### config.mk
export PLATFORM = sky130hd
export DESIGN_NAME = timer_fnd_display
export DESIGN_NICKNAME = d
export VERILOG_FILES = /design/src/rtl/fnd_pkg.sv /design/src/rtl/bin2bcd_seq.sv /design/src/rtl/timer_fnd_display.sv
export SDC_FILE = /design/constraint.sdc
export NUM_CORES = 1
export LEC_CHECK = 0
export ABC_AREA = 0
export BUFFER_PORTS_ARGS = -buffer_cell sky130_fd_sc_hd__buf_4
export CAP_MARGIN = 20
export CORE_MARGIN = 1.5
export CORE_UTILIZATION = 35
export CTS_BUF_LIST = sky130_fd_sc_hd__clkbuf_8
export DETAILED_ROUTE_END_ITERATION = 7
export SETUP_SLACK_MARGIN = 0.15
export SLEW_MARGIN = 10
export SYNTH_ARGS = -nofsm -noshare
export SYNTH_HDL_FRONTEND = slang
export SYNTH_SLANG_ARGS = --single-unit
### constraint.sdc
create_clock -name clk -period 4.95 [get_ports clk]
set_input_delay 0.2475 -clock clk [delete_from_list [all_inputs] [get_ports clk]]
set_output_delay 0.2475 -clock clk [all_outputs]
set_load 0.005 [all_outputs]
### src/rtl/fnd_pkg.sv
// Shared constants for the 4-digit common-anode 7-segment display path.
package fnd_pkg;

  // Active-low segment patterns, bit order {dp,g,f,e,d,c,b,a}, dp off.
  localparam logic [7:0] SEG_0     = 8'hC0;
  localparam logic [7:0] SEG_1     = 8'hF9;
  localparam logic [7:0] SEG_2     = 8'hA4;
  localparam logic [7:0] SEG_3     = 8'hB0;
  localparam logic [7:0] SEG_4     = 8'h99;
  localparam logic [7:0] SEG_5     = 8'h92;
  localparam logic [7:0] SEG_6     = 8'h82;
  localparam logic [7:0] SEG_7     = 8'hF8;
  localparam logic [7:0] SEG_8     = 8'h80;
  localparam logic [7:0] SEG_9     = 8'h90;
  localparam logic [7:0] SEG_BLANK = 8'hFF;

  localparam int unsigned DP_BIT = 7;

  // Digit positions, rightmost first.
  localparam logic [1:0] DIG_SEC_ONES = 2'd0;
  localparam logic [1:0] DIG_SEC_TENS = 2'd1;
  localparam logic [1:0] DIG_MIN_ONES = 2'd2;
  localparam logic [1:0] DIG_MIN_TENS = 2'd3;

  // BCD digit to active-low segment pattern; out-of-range digits are blank.
  function automatic logic [7:0] seg_of(input logic [3:0] d);
    logic [7:0] s;
    s = SEG_BLANK;
    case (d)
      4'd0: s = SEG_0;
      4'd1: s = SEG_1;
      4'd2: s = SEG_2;
      4'd3: s = SEG_3;
      4'd4: s = SEG_4;
      4'd5: s = SEG_5;
      4'd6: s = SEG_6;
      4'd7: s = SEG_7;
      4'd8: s = SEG_8;
      4'd9: s = SEG_9;
      default: s = SEG_BLANK;
    endcase
    return s;
  endfunction

endpackage

### src/rtl/bin2bcd_seq.sv
// Sequential binary (0..99) to two-digit BCD converter by repeated subtract-10.
// One subtraction per clock; done pulses for one cycle with tens/ones valid.
module bin2bcd_seq (
  input  logic       clk,
  input  logic       reset_n,
  input  logic       start,
  input  logic [6:0] bin,
  output logic [3:0] tens,
  output logic [3:0] ones,
  output logic       done
);

  logic       busy_q;
  logic [6:0] rem_q;
  logic [3:0] acc_q;
  logic [3:0] tens_q;
  logic [3:0] ones_q;
  logic       done_q;

  // Conversion engine: a new start always restarts, even mid-conversion.
  always_ff @(posedge clk or negedge reset_n) begin
    if (!reset_n) begin
      busy_q <= 1'b0;
      rem_q  <= '0;
      acc_q  <= '0;
      tens_q <= '0;
      ones_q <= '0;
      done_q <= 1'b0;
    end else begin
      done_q <= 1'b0;
      if (start) begin
        rem_q  <= bin;
        acc_q  <= '0;
        busy_q <= 1'b1;
      end else if (busy_q) begin
        if (rem_q >= 7'd10) begin
          rem_q <= rem_q - 7'd10;
          acc_q <= acc_q + 4'd1;
        end else begin
          tens_q <= acc_q;
          ones_q <= rem_q[3:0];
          done_q <= 1'b1;
          busy_q <= 1'b0;
        end
      end
    end
  end

  assign tens = tens_q;
  assign ones = ones_q;
  assign done = done_q;

endmodule

### src/rtl/timer_fnd_display.sv
// Cook-timer display end: multiplexed MM.SS on a 4-digit common-anode
// 7-segment display, frame-synchronous time capture, alarm blink and buzzer.
module timer_fnd_display
  import fnd_pkg::*;
#(
  parameter int unsigned CLK_HZ   = 100_000_000,
  parameter int unsigned SCAN_HZ  = 4_000,
  parameter int unsigned BLINK_HZ = 2,
  parameter int unsigned BUZZ_HZ  = 2_000
) (
  input  logic       clk,
  input  logic       reset_n,
  input  logic [7:0] sec,
  input  logic [7:0] min,
  input  logic       alarm,
  output logic [7:0] seg_n,
  output logic [3:0] com_n,
  output logic       buzzer
);

  localparam int unsigned SCAN_DIV  = CLK_HZ / SCAN_HZ;
  localparam int unsigned BLINK_DIV = CLK_HZ / (2 * BLINK_HZ);
  localparam int unsigned TONE_DIV  = CLK_HZ / (2 * BUZZ_HZ);
  localparam int unsigned SCAN_W    = $clog2(SCAN_DIV + 1);
  localparam int unsigned BLINK_W   = $clog2(BLINK_DIV + 1);
  localparam int unsigned TONE_W    = $clog2(TONE_DIV + 1);

  // The BCD converter must finish well inside one digit slot.
  if (SCAN_DIV < 16) begin : g_scan_div_check
    $error("timer_fnd_display: CLK_HZ/SCAN_HZ must be >= 16");
  end

  logic [SCAN_W-1:0]  scan_cnt_q;
  logic               tick;
  logic [1:0]         idx_q;
  logic               frame_wrap;
  logic [6:0]         sec_sh_q, min_sh_q;
  logic [6:0]         sec_clamp, min_clamp;
  logic               start_q;
  logic [3:0]         sec_tens, sec_ones, min_tens, min_ones;
  logic               sec_done, min_done;
  logic [3:0]         sec_tens_q, sec_ones_q, min_tens_q, min_ones_q;
  logic [BLINK_W-1:0] blink_cnt_q;
  logic               phase_on_q;
  logic [TONE_W-1:0]  tone_cnt_q;
  logic               tone_q;
  logic [7:0]         seg_d, seg_n_q;
  logic [3:0]         com_d, com_n_q;
  logic               buzzer_q;

  assign tick       = (scan_cnt_q == SCAN_W'(SCAN_DIV - 1));
  assign frame_wrap = tick && (idx_q == DIG_MIN_TENS);
  assign sec_clamp  = (sec > 8'd59) ? 7'd59 : sec[6:0];
  assign min_clamp  = (min > 8'd99) ? 7'd99 : min[6:0];

  // Scan divider and digit index.
  always_ff @(posedge clk or negedge reset_n) begin
    if (!reset_n) begin
      scan_cnt_q <= '0;
      idx_q      <= '0;
    end else begin
      scan_cnt_q <= tick ? '0 : scan_cnt_q + SCAN_W'(1);
      if (tick) idx_q <= idx_q + 2'd1;
    end
  end

  // Frame capture: shadow the clamped time on the 3->0 wrap, start BCD next clock.
  always_ff @(posedge clk or negedge reset_n) begin
    if (!reset_n) begin
      sec_sh_q <= '0;
      min_sh_q <= '0;
      start_q  <= 1'b0;
    end else begin
      start_q <= frame_wrap;
      if (frame_wrap) begin
        sec_sh_q <= sec_clamp;
        min_sh_q <= min_clamp;
      end
    end
  end

  bin2bcd_seq u_sec_bcd (
    .clk     (clk),
    .reset_n (reset_n),
    .start   (start_q),
    .bin     (sec_sh_q),
    .tens    (sec_tens),
    .ones    (sec_ones),
    .done    (sec_done)
  );

  bin2bcd_seq u_min_bcd (
    .clk     (clk),
    .reset_n (reset_n),
    .start   (start_q),
    .bin     (min_sh_q),
    .tens    (min_tens),
    .ones    (min_ones),
    .done    (min_done)
  );

  // Displayed digits change only when a conversion completes.
  always_ff @(posedge clk or negedge reset_n) begin
    if (!reset_n) begin
      sec_tens_q <= '0;
      sec_ones_q <= '0;
      min_tens_q <= '0;
      min_ones_q <= '0;
    end else begin
      if (sec_done) begin
        sec_tens_q <= sec_tens;
        sec_ones_q <= sec_ones;
      end
      if (min_done) begin
        min_tens_q <= min_tens;
        min_ones_q <= min_ones;
      end
    end
  end

  // Blink phase and buzzer tone dividers run only while alarm is asserted.
  always_ff @(posedge clk or negedge reset_n) begin
    if (!reset_n) begin
      blink_cnt_q <= '0;
      phase_on_q  <= 1'b1;
      tone_cnt_q  <= '0;
      tone_q      <= 1'b0;
    end else if (!alarm) begin
      blink_cnt_q <= '0;
      phase_on_q  <= 1'b1;
      tone_cnt_q  <= '0;
      tone_q      <= 1'b0;
    end else begin
      if (blink_cnt_q == BLINK_W'(BLINK_DIV - 1)) begin
        blink_cnt_q <= '0;
        phase_on_q  <= ~phase_on_q;
      end else begin
        blink_cnt_q <= blink_cnt_q + BLINK_W'(1);
      end
      if (tone_cnt_q == TONE_W'(TONE_DIV - 1)) begin
        tone_cnt_q <= '0;
        tone_q     <= ~tone_q;
      end else begin
        tone_cnt_q <= tone_cnt_q + TONE_W'(1);
      end
    end
  end

  // Segment/common content for the current digit index.
  always_comb begin
    seg_d = SEG_BLANK;
    case (idx_q)
      DIG_SEC_ONES: seg_d = seg_of(sec_ones_q);
      DIG_SEC_TENS: seg_d = seg_of(sec_tens_q);
      DIG_MIN_ONES: begin
        seg_d         = seg_of(min_ones_q);
        seg_d[DP_BIT] = 1'b0;
      end
      DIG_MIN_TENS: seg_d = (min_tens_q == 4'd0) ? SEG_BLANK : seg_of(min_tens_q);
      default:      seg_d = SEG_BLANK;
    endcase
    com_d = phase_on_q ? ~(4'b0001 << idx_q) : 4'hF;
  end

  // Output registers: display updates on tick, buzzer every clock.
  always_ff @(posedge clk or negedge reset_n) begin
    if (!reset_n) begin
      seg_n_q  <= SEG_BLANK;
      com_n_q  <= 4'hF;
      buzzer_q <= 1'b0;
    end else begin
      if (tick) begin
        seg_n_q <= seg_d;
        com_n_q <= com_d;
      end
      buzzer_q <= tone_q & alarm & phase_on_q;
    end
  end

  assign seg_n  = seg_n_q;
  assign com_n  = com_n_q;
  assign buzzer = buzzer_q;

endmodule

==> flow_metrics.tcl, run 1 <==
set metrics [dict create \
    pin_count 32 \
    cpPeakStageDelay_ns 0.87 \
    gr-total-overflow 0 \
    drt_first_pass_iters 4 \
    antenna_found_initial 0 \
    p_sw_uw 514 \
    comb_power_share_pct 2.6 \
    rsz0062_at_grt "no" \
    wl_per_cell_um 13.2 \
    finalSetupViolCount 0 \
    max-vdd-ir-drop_mv 0.119 \
    n_fill_cell 1994 \
    cts-root-buf "clkbuf_8" \
    fmax_mhz 365 \
    synth-async-reset-ratio_pct 100 \
    die_w_um 147 \
    postCtsSetupBuffers 0 \
    hpwl_um 9550 \
    synth_top_family_by_area "simple AND/OR/NAND/NOR gates" \
    grt_max_degree 98 \
    postLayoutSetupSlackWorst_ns 2.21 \
    finalWeightedCongestion 0.792 \
    yosysSeqAreaShare_pct 49.9 \
    crit_path_top_delay_cell "or4_1" \
    place_ws_ns 2.21 \
    muxShareOfSynthArea_pct 3.92 \
    place_inst 1029 \
    reg2reg_from "scan_cnt_q[9]$_DFF_PN0_" \
    finalHoldViolCount 0 \
    cp.buffers_inverters 0 \
    skew_ns 0.0125 \
    drc 0 \
    clockPowerShare_pct 42.8 \
    fin_nets 838 \
    cp-end-kind "register" \
    synth_top_area_share_pct 45.2 \
    io_buffers 31 \
    register_area_sq_um 3640 \
    period_needed_ns 2.74 \
    rows 52 \
    dieArea_sq_um 21700 \
    wirelength_um 14100 \
    multi_input_area_sq_um 3410 \
    cts-buffers-inserted 17 \
    synthDistinctLibCells 57 \
    syn-instance-count 754 \
    grtUsageTotal_pct 14.0 \
    sw_frac_of_total_pct 23.5 \
    min_from "min[5]" \
    ys.flop_type "dfrtp_1" \
    outcome "finished clean" \
    worst_pin_slew_ns 0.955 \
    synth-xor-area-share_pct 6.71 \
    initial_core_util_pct 35.9 \
    power.internal_uw 1680 \
    synth-simple-area-share_pct 20.5 \
    tns_ns 0 \
    p_per_area_nw_per_um2 265 \
    grt_pass1_wl_um 24800 \
    yosys.cell_count.top_type "dfrtp_1" \
    final_antenna_net_count 0 \
    drive_gt1_share_pct 14.3 \
    power_uw 2190 \
    required_ns 5.32 \
    synth_edf_count 0 \
    critPathKind "reg2reg" \
    startpoint_type "register" \
    first_iter_violations 275 \
    crit_family "simple AND/OR/NAND/NOR gates" \
    synth.top_cells.by_area "dfrtp_1, ha_1, nor2_1, dfstp_2, xor2_1" \
    via_per_inst 4.87 \
    seqPwrFrac_pct 54.5 \
    cts_max_path_buffers 2 \
    yosysTopAreaCell "dfrtp_1" \
    crit_start "scan_cnt_q[9]$_DFF_PN0_" \
    clk_pin_slew_worst_paths_ns 0.09 \
    holdWs_ns 0.0378 \
    synthesis.nets 807 \
    syn_avg_cell_area_sq_um 9.69 \
    netlist_area_sq_um 7300 \
    cts_tree "yes" \
    die_y_um 147 \
    grt_pass1_vias 5113 \
    holdCritPathClass "in2reg" \
    synth_compound_gate_area_share_pct 9.59 \
    area.growth.synth_to_final_pct 13.2 \
    clk_latency_ns 0.44 \
    fin_crit_sh_pct 55.3 \
    layout.cells.non_filler 1068 \
    max_slew_margin_pct 36.3 \
    cap_violations 0 \
    arrival_ns 3.11 \
    synthAdderAreaFrac_pct 5.82 \
    yosysWarnings 0 \
    synth_commonest_cells "dfrtp_1, nor2_1, nand2_1" \
    via_count 5200 \
    antenna_cells 0 \
    ys_ff_latch 145 \
    htreeDepth 4 \
    cp_cell_sequence "or4bb_1, or4_1, nor2_2, nor2_1, a31oi_1" \
    clkSinkCount 145 \
    worstPathMaxFanout 16 \
    core_area_sq_um 20400 \
    slew_viol_final 0 \
    p_leak_uw 0.00369 \
    cts_resized 0 \
]
## worst register-to-register path, stage by stage, from the launching register on
cell     delay [ns]
dfrtp_1        0.45
or4bb_1        0.51
or4_1          0.87
nor2_2         0.60
nor2_1         0.10
a31oi_1        0.15
## layer usage
layer,up-vias,share of wire (%),track usage (%)
met5,-,0,0
met4,0,0.68,4.75
met3,4,2.4,3.18
met2,58,46,21.7
met1,2498,51,19.4
li1,2640,-,-
## final timing paths
path,endpoint,slack [ns],cells after the start
setup / recovery,min_sh_q[1]$_DFFE_PN0P_,2.21,5
hold / removal,min_sh_q[5]$_DFFE_PN0P_,0.04,3
setup reg to reg,min_sh_q[1]$_DFFE_PN0P_,2.21,5
hold reg to reg,tone_cnt_q[0]$_DFF_PN0_,0.46,1
max in group asynchronous,blink_cnt_q[12]$_DFF_PN0_,3.29,3
min in group asynchronous,u_min_bcd.acc_q[0]$_DFFE_PN0P_,0.47,2
## through the flow
stage | cell area, sq um | utilization [%]
2_1_floorplan | 7300 | -
3_3_place_gp | 7800 | 38.3
6_report | 8270 | 40.6
4_1_cts | 8260 | 40.6
5_1_grt | 8270 | 40.6
3_5_place_dp | 7800 | 38.3
## layout by cell type (no fill, tap or decap), drive strengths merged, types with 18 or more instances in the layout
cell type,instances
nand3,31
a21oi,25
xor2,35
nand2,80
mux2,21
clkbuf,18
o21ai,53
xnor2,21
buf,36
inv,42
nor2,93
dfrtp,132
ha,34
## sequential cells by signal, summed over array words and instances, names as in the netlist, 2 cells and up
name / count
u_sec_bcd.tens: 4
u_min_bcd.ones: 4
sec_tens_q: 4
tone_cnt_q: 15
min_tens_q: 4
sec_ones_q: 4
u_min_bcd.tens: 4
u_min_bcd.rem_q: 7
min_sh_q: 7
seg_n: 8
idx_q: 2
com_n: 4
u_min_bcd.acc_q: 4
sec_sh_q: 7
u_sec_bcd.ones: 4
blink_cnt_q: 25
u_sec_bcd.acc_q: 4
min_ones_q: 4
u_sec_bcd.rem_q: 7
scan_cnt_q: 15
## power by group through the flow
stage               clock, uW  sequential (uW)  combinational, uW
global route             1020             1200               67.5
floorplan                   0             1220               14.8
CTS                       978             1190               60.5
global placement            0             1220               57.2
detailed placement          0             1220               56.5
finish                    939             1190               57.7
## area by class of cell
class                           count  area share, %
Inverter                           36           1.63
Multi-Input combinational cell    543           41.3
Tap cell                          270           4.09
Clock buffer                       18           3.00
Timing Repair Buffer               42           4.04
Sequential cell                   145           44.1
Clock inverter                     14           1.86
## timing repair
item                                    in CTS  in global routing
endpoints found under the hold margin       91                  0
endpoints found under the setup margin       0                  0
hold buffers                                 6                  0
## logic make-up (layout without fill, tap and decap cells)
kind of cell               count (synthesis)  after routing
DFF                                      145            145
AOI/OAI and AO/OA                        119            119
xor gates and xnor gates                  56             56
adders and majority gates                 34             34
and+or+nand+nor                          308            308
muxes                                     26             26
buffers and inverters                     66            110
No activity file was read; power rests on OpenSTA's default activity.
==> inputs of run 2 (changes only) <==
clock period = 2.8 ns   (was 4.95 ns; I/O delays follow)
==> flow_metrics.tcl, run 2 (synthesis results as in run 1) <==
set metrics [dict create \
    max-vdd-ir-drop_mv 0.278 \
    cts-buffers-inserted 17 \
    p_leak_uw 0.00378 \
    layout.cells.non_filler 1087 \
    finalWeightedCongestion 0.818 \
    worstPathMaxFanout 15 \
    cp_num_cells 5 \
    via_per_inst 4.86 \
    cp.buffers_inverters 0 \
    finalHoldViolCount 0 \
    gr-total-overflow 0 \
    seqPwrFrac_pct 57.1 \
    reg2reg_to "min_sh_q[1]$_DFFE_PN0P_" \
    final_common_cell "dfrtp_1" \
    htreeDepth 4 \
    p_per_area_nw_per_um2 440 \
    pin_count 32 \
    critPathKind "reg2reg" \
    arrival_ns 2.66 \
    cts_max_path_buffers 2 \
    wirelength_um 14100 \
    holdCritPathClass "in2async" \
    first_iter_violations 265 \
    power.internal_uw 2870 \
    final_area_sq_um 8400 \
    regMostFlops "blink_cnt_q" \
    clk_latency_ns 0.45 \
    die_w_um 147 \
    fmax_mhz 438 \
    fin_nets 857 \
    crit_family "simple AND/OR/NAND/NOR gates" \
    tns_ns 0 \
    fin_crit_sh_pct 81.5 \
    cp-end-kind "register" \
    postCtsSetupBuffers 0 \
    period_needed_ns 2.28 \
    rsz0062_at_grt "no" \
    hpwl_um 9800 \
    cp_cell_sequence "or4_1, or4_1, nor2_2, nor2_1, a31oi_1" \
    placedInstanceArea_sq_um 7850 \
    antenna_cells 0 \
    antenna_found_initial 0 \
    worst_pin_slew_ns 0.612 \
    cts_resized 0 \
    holdWs_ns 0.143 \
    required_ns 3.18 \
    clkSinkCount 145 \
    n_fill_cell 2030 \
    layout_common_cells "dfrtp_1, nor2_1, nand2_1, o21ai_0, inv_1" \
    via_count 5280 \
    rows 52 \
    core_area_sq_um 20400 \
    reg_top3 "blink_cnt_q (25), scan_cnt_q (15), tone_cnt_q (15)" \
    reg2reg_slack_ns 0.52 \
    die_y_um 147 \
    clockPowerShare_pct 39.6 \
    final_antenna_net_count 0 \
    grt_pass1_vias 5209 \
    cpPeakStageDelay_ns 0.58 \
    area.growth.synth_to_final_pct 15.0 \
    sw_frac_of_total_pct 22.3 \
    reg2reg_from "scan_cnt_q[3]$_DFF_PN0_" \
    cts-root-buf "clkbuf_8" \
    slew_viol_final 0 \
    io_buffers 31 \
    dieArea_sq_um 21700 \
    p_sw_uw 825 \
    cap_violations 0 \
    drive_gt1_share_pct 13.7 \
    grtUsageTotal_pct 14.1 \
    cts_tree "yes" \
    skew_ns 0.0188 \
    place_inst 1034 \
    clk_pin_slew_worst_paths_ns 0.08 \
    finalSetupViolCount 0 \
    startpoint_type "register" \
    wl_per_cell_um 13.0 \
    drt_first_pass_iters 6 \
    crit_top_cell "or4_1" \
    crit_path_top_delay_cell "or4_1" \
    drc 0 \
    comb_power_share_pct 3.3 \
    outcome "finished clean" \
    initial_core_util_pct 35.9 \
    largest_reg_flops 25 \
    max_slew_margin_pct 58.9 \
    r2r_cells 5 \
    grt_max_degree 75 \
    grt_pass1_wl_um 24900 \
]
[run 2: cell count changes in the layout (fill, tap and decap cells not counted)]
| cell | change |
|---|---|
| buf_12 | +1 |
| buf_4 | +3 |
| bufinv_16 | -1 |
| clkbuf_8 | +1 |
| clkinv_2 | +3 |
| clkinv_4 | -3 |
| clkinvlp_4 | -1 |
| dlygate4sd3_1 | +15 |
| inv_1 | +6 |
| inv_6 | -5 |
[run 2: area by class of cell]
type / instances / area [sq um] / share of cell area, %
clock inverters: 13 / 83.8 / 0.998
flip-flops and latches: 145 / 3640 / 43.4
inverters: 36 / 135 / 1.61
multi-input cells: 543 / 3410 / 40.6
well taps: 270 / 338 / 4.02
clock buffers: 19 / 262 / 3.11
repair buffers: 61 / 527 / 6.27
[run 2: worst max-delay path by stage]
stage,start,to,slack [ns]
floorplan,scan_cnt_q[3]$_DFF_PN0_,sec_sh_q[1]$_DFFE_PN0P_,0.59
global placement,scan_cnt_q[3]$_DFF_PN0_,min_sh_q[0]$_DFFE_PN0P_,0.52
detailed placement,scan_cnt_q[3]$_DFF_PN0_,min_sh_q[1]$_DFFE_PN0P_,0.49
CTS,scan_cnt_q[3]$_DFF_PN0_,min_sh_q[1]$_DFFE_PN0P_,0.49
global route,scan_cnt_q[3]$_DFF_PN0_,min_sh_q[0]$_DFFE_PN0P_,0.30
finish,scan_cnt_q[3]$_DFF_PN0_,min_sh_q[1]$_DFFE_PN0P_,0.52
[run 2: metal layers]
metal	GRT usage, %	share of wire [%]	up-vias
met3	2.81	2.3	22
met5	0	0	-
li1	-	-	2689
met4	6.10	2.0	0
met2	22.1	45	63
met1	19.2	51	2506
[run 2: power groups by stage]
| stage | clock (uW) | combinational (uW) | sequential [uW] |
|---|---|---|---|
| 6_report | 1460 | 122 | 2110 |
| 4_1_cts | 1520 | 127 | 2110 |
| 3_5_place_dp | 0 | 104 | 2150 |
| 3_3_place_gp | 0 | 104 | 2150 |
| 2_1_floorplan | 0 | 26.2 | 2150 |
| 5_1_grt | 1610 | 141 | 2110 |
[run 2: metrics by stage]
stage	util, %	power (uW)	setup WS (ns)
after floorplan	-	2180	0.590
after global placement	38.5	2260	0.518
after detailed placement	38.5	2260	0.486
after CTS	41.3	3760	0.488
after global routing	41.3	3870	0.303
final	41.3	3700	0.519
[run 2: what timing repair did]
action,4_1_cts,5_1_grt
endpoints found under the hold margin,105,0
setup endpoints to repair,0,0
hold buffers,21,0
==> inputs of run 3 (changes only) <==
ABC_AREA = 1   (was 0)
clock period = 1.9 ns   (was 2.8 ns; I/O delays follow)
==> flow_metrics.tcl, run 3 <==
set metrics [dict create \
    cap_violations 0 \
    worst_pin_slew_ns 0.490 \
    hpwl_um 11700 \
    worstPathMaxFanout 6 \
    wl_per_cell_um 12.0 \
    synth.top_cells.by_area "dfrtp_1, nand2_1, nor2_1, ha_1, inv_1" \
    grt_pass1_vias 5834 \
    antenna_cells 0 \
    synthesis.nets 1038 \
    clk_latency_ns 0.45 \
    placedInstanceArea_sq_um 8360 \
    syn-instance-count 985 \
    layout_common_cells "nand2_1, nor2_1, dfrtp_1, inv_1, nand3_1" \
    area.growth.synth_to_final_pct 15.1 \
    skew_ns 0.0179 \
    largest_reg_flops 25 \
    synth-async-reset-ratio_pct 100 \
    clkSinkCount 145 \
    syn_avg_cell_area_sq_um 7.92 \
    netlist_area_sq_um 7800 \
    startpoint_type "register" \
    dieArea_sq_um 23200 \
    ys.flop_type "dfrtp_1" \
    drc 0 \
    via_per_inst 4.66 \
    n_fill_cell 2233 \
    yosysSeqAreaShare_pct 46.7 \
    via_count 6242 \
    die_w_um 152 \
    reg_top3 "blink_cnt_q (25), scan_cnt_q (15), tone_cnt_q (15)" \
    yosys.cell_count.top_type "nand2_1" \
    regMostFlops "blink_cnt_q" \
    yosysWarnings 0 \
    critPathKind "reg2reg" \
    cts-buffers-inserted 17 \
    required_ns 2.29 \
    p_leak_uw 0.00424 \
    cp-end-kind "register" \
    reg2reg_slack_ns 0.27 \
    grtUsageTotal_pct 14.5 \
    p_per_area_nw_per_um2 639 \
    first_iter_violations 319 \
    cts_tree "yes" \
    ys_ff_latch 145 \
    max-vdd-ir-drop_mv 0.364 \
    fmax_mhz 614 \
    rows 54 \
    pin_count 32 \
    antenna_found_initial 0 \
    cts_max_path_buffers 2 \
    holdCritPathClass "in2reg" \
    cts-root-buf "clkbuf_8" \
    core_area_sq_um 21800 \
    slew_viol_final 0 \
    synth_top_area_share_pct 42.3 \
    drt_first_pass_iters 5 \
    r2r_cells 8 \
    yosysTopAreaCell "dfrtp_1" \
    tns_ns 0 \
    clk_pin_slew_worst_paths_ns 0.09 \
    final_antenna_net_count 0 \
    wirelength_um 16100 \
    finalWeightedCongestion 0.831 \
    final_common_cell "nand2_1" \
    grt_max_degree 48 \
    drive_gt1_share_pct 11.6 \
    final_area_sq_um 8980 \
    arrival_ns 2.02 \
    io_buffers 31 \
    fin_crit_sh_pct 85.7 \
    finalSetupViolCount 0 \
    die_y_um 152 \
    whs_path_depth 5 \
    synth_edf_count 0 \
    initial_core_util_pct 35.8 \
    period_needed_ns 1.63 \
    max_slew_margin_pct 67.4 \
    finalHoldViolCount 0 \
    htreeDepth 4 \
    synthDistinctLibCells 37 \
    gr-total-overflow 0 \
    outcome "finished clean" \
    synth_commonest_cells "nand2_1, nor2_1, dfrtp_1" \
    rsz0062_at_grt "yes" \
    grt_pass1_wl_um 27800 \
    fin_nets 1099 \
]
## run 3: final cells by class
class / instances / area (sq um) / share of cell area (%)
Timing Repair Buffer: 63 / 564 / 6.28
Multi-Input combinational cell: 714 / 3640 / 40.5
Tap cell: 280 / 350 / 3.90
Clock inverter: 14 / 141 / 1.57
Sequential cell: 145 / 3640 / 40.6
Clock buffer: 18 / 248 / 2.76
Inverter: 105 / 397 / 4.41
## run 3: what timing repair did
item,CTS,global route
hold buffers,20,0
gates resized for setup,0,4
endpoints found under the setup margin,0,29
endpoints found under the hold margin,119,0
setup buffers,0,1
## run 3: worst max-delay path: stages, from the launching register on
cell	delay [ns]
dfrtp_1	0.41
inv_1	0.15
ha_1	0.24
inv_1	0.08
a21oi_1	0.35
a21oi_1	0.13
nand3_1	0.10
nand2_1	0.08
nand2_1	0.06
## run 3: where the power goes
part / leakage [uW] / switching, uW / internal [uW]
sequential: 0.00189 / 14.6 / 3100
combinational: 0.00215 / 117 / 82.6
clock: 0.000191 / 1310 / 1110
## run 3: per-stage QoR
stage / setup WS, ns / hold WS, ns / std cells / utilization, % / total power (uW)
after floorplan: 0.362 / -0.201 / 985 / - / 3220
after global placement: 0.313 / 0.0829 / 1286 / 38.3 / 3350
after detailed placement: 0.223 / 0.0774 / 1286 / 38.3 / 3350
after CTS: 0.199 / 0.0349 / 1338 / 41.0 / 5850
after global routing: 0.110 / 0.0700 / 1339 / 41.2 / 6000
final: 0.271 / 0.0541 / 1339 / 41.2 / 5740
## run 3: logic make-up (layout without fill, tap and decap cells)
group | count (synthesis) | in the layout | synth area share [%]
fa+ha+maj | 34 | 34 | 5.45
flops | 145 | 145 | 46.7
simple gates | 528 | 528 | 29.3
xor+xnor | 33 | 33 | 3.70
compound gates | 119 | 119 | 8.02
buf+inv | 126 | 200 | 6.81
## run 3: per-layer routing
layer | global-route usage, % | wire length (um) | share of wire, %
met5 | 0 | 0 | 0
met4 | 4.81 | 213 | 1.3
met3 | 2.73 | 406 | 2.5
met2 | 22.1 | 6980 | 43
met1 | 20.7 | 8470 | 53
## run 3: path summary, 6_finish.rpt
kind	end	startpoint
max	seg_n[6]$_DFFE_PN1N_	idx_q[0]$_DFFE_PN0N_
min	min_sh_q[1]$_DFFE_PN0P_	min[7]
max reg2reg	seg_n[6]$_DFFE_PN1N_	idx_q[0]$_DFFE_PN0N_
min reg2reg	scan_cnt_q[0]$_DFF_PN0_	scan_cnt_q[0]$_DFF_PN0_
max in group asynchronous	phase_on_q$_DFFE_PN1P_	reset_n
min in group asynchronous	min_tens_q[0]$_DFFE_PN0P_	reset_n
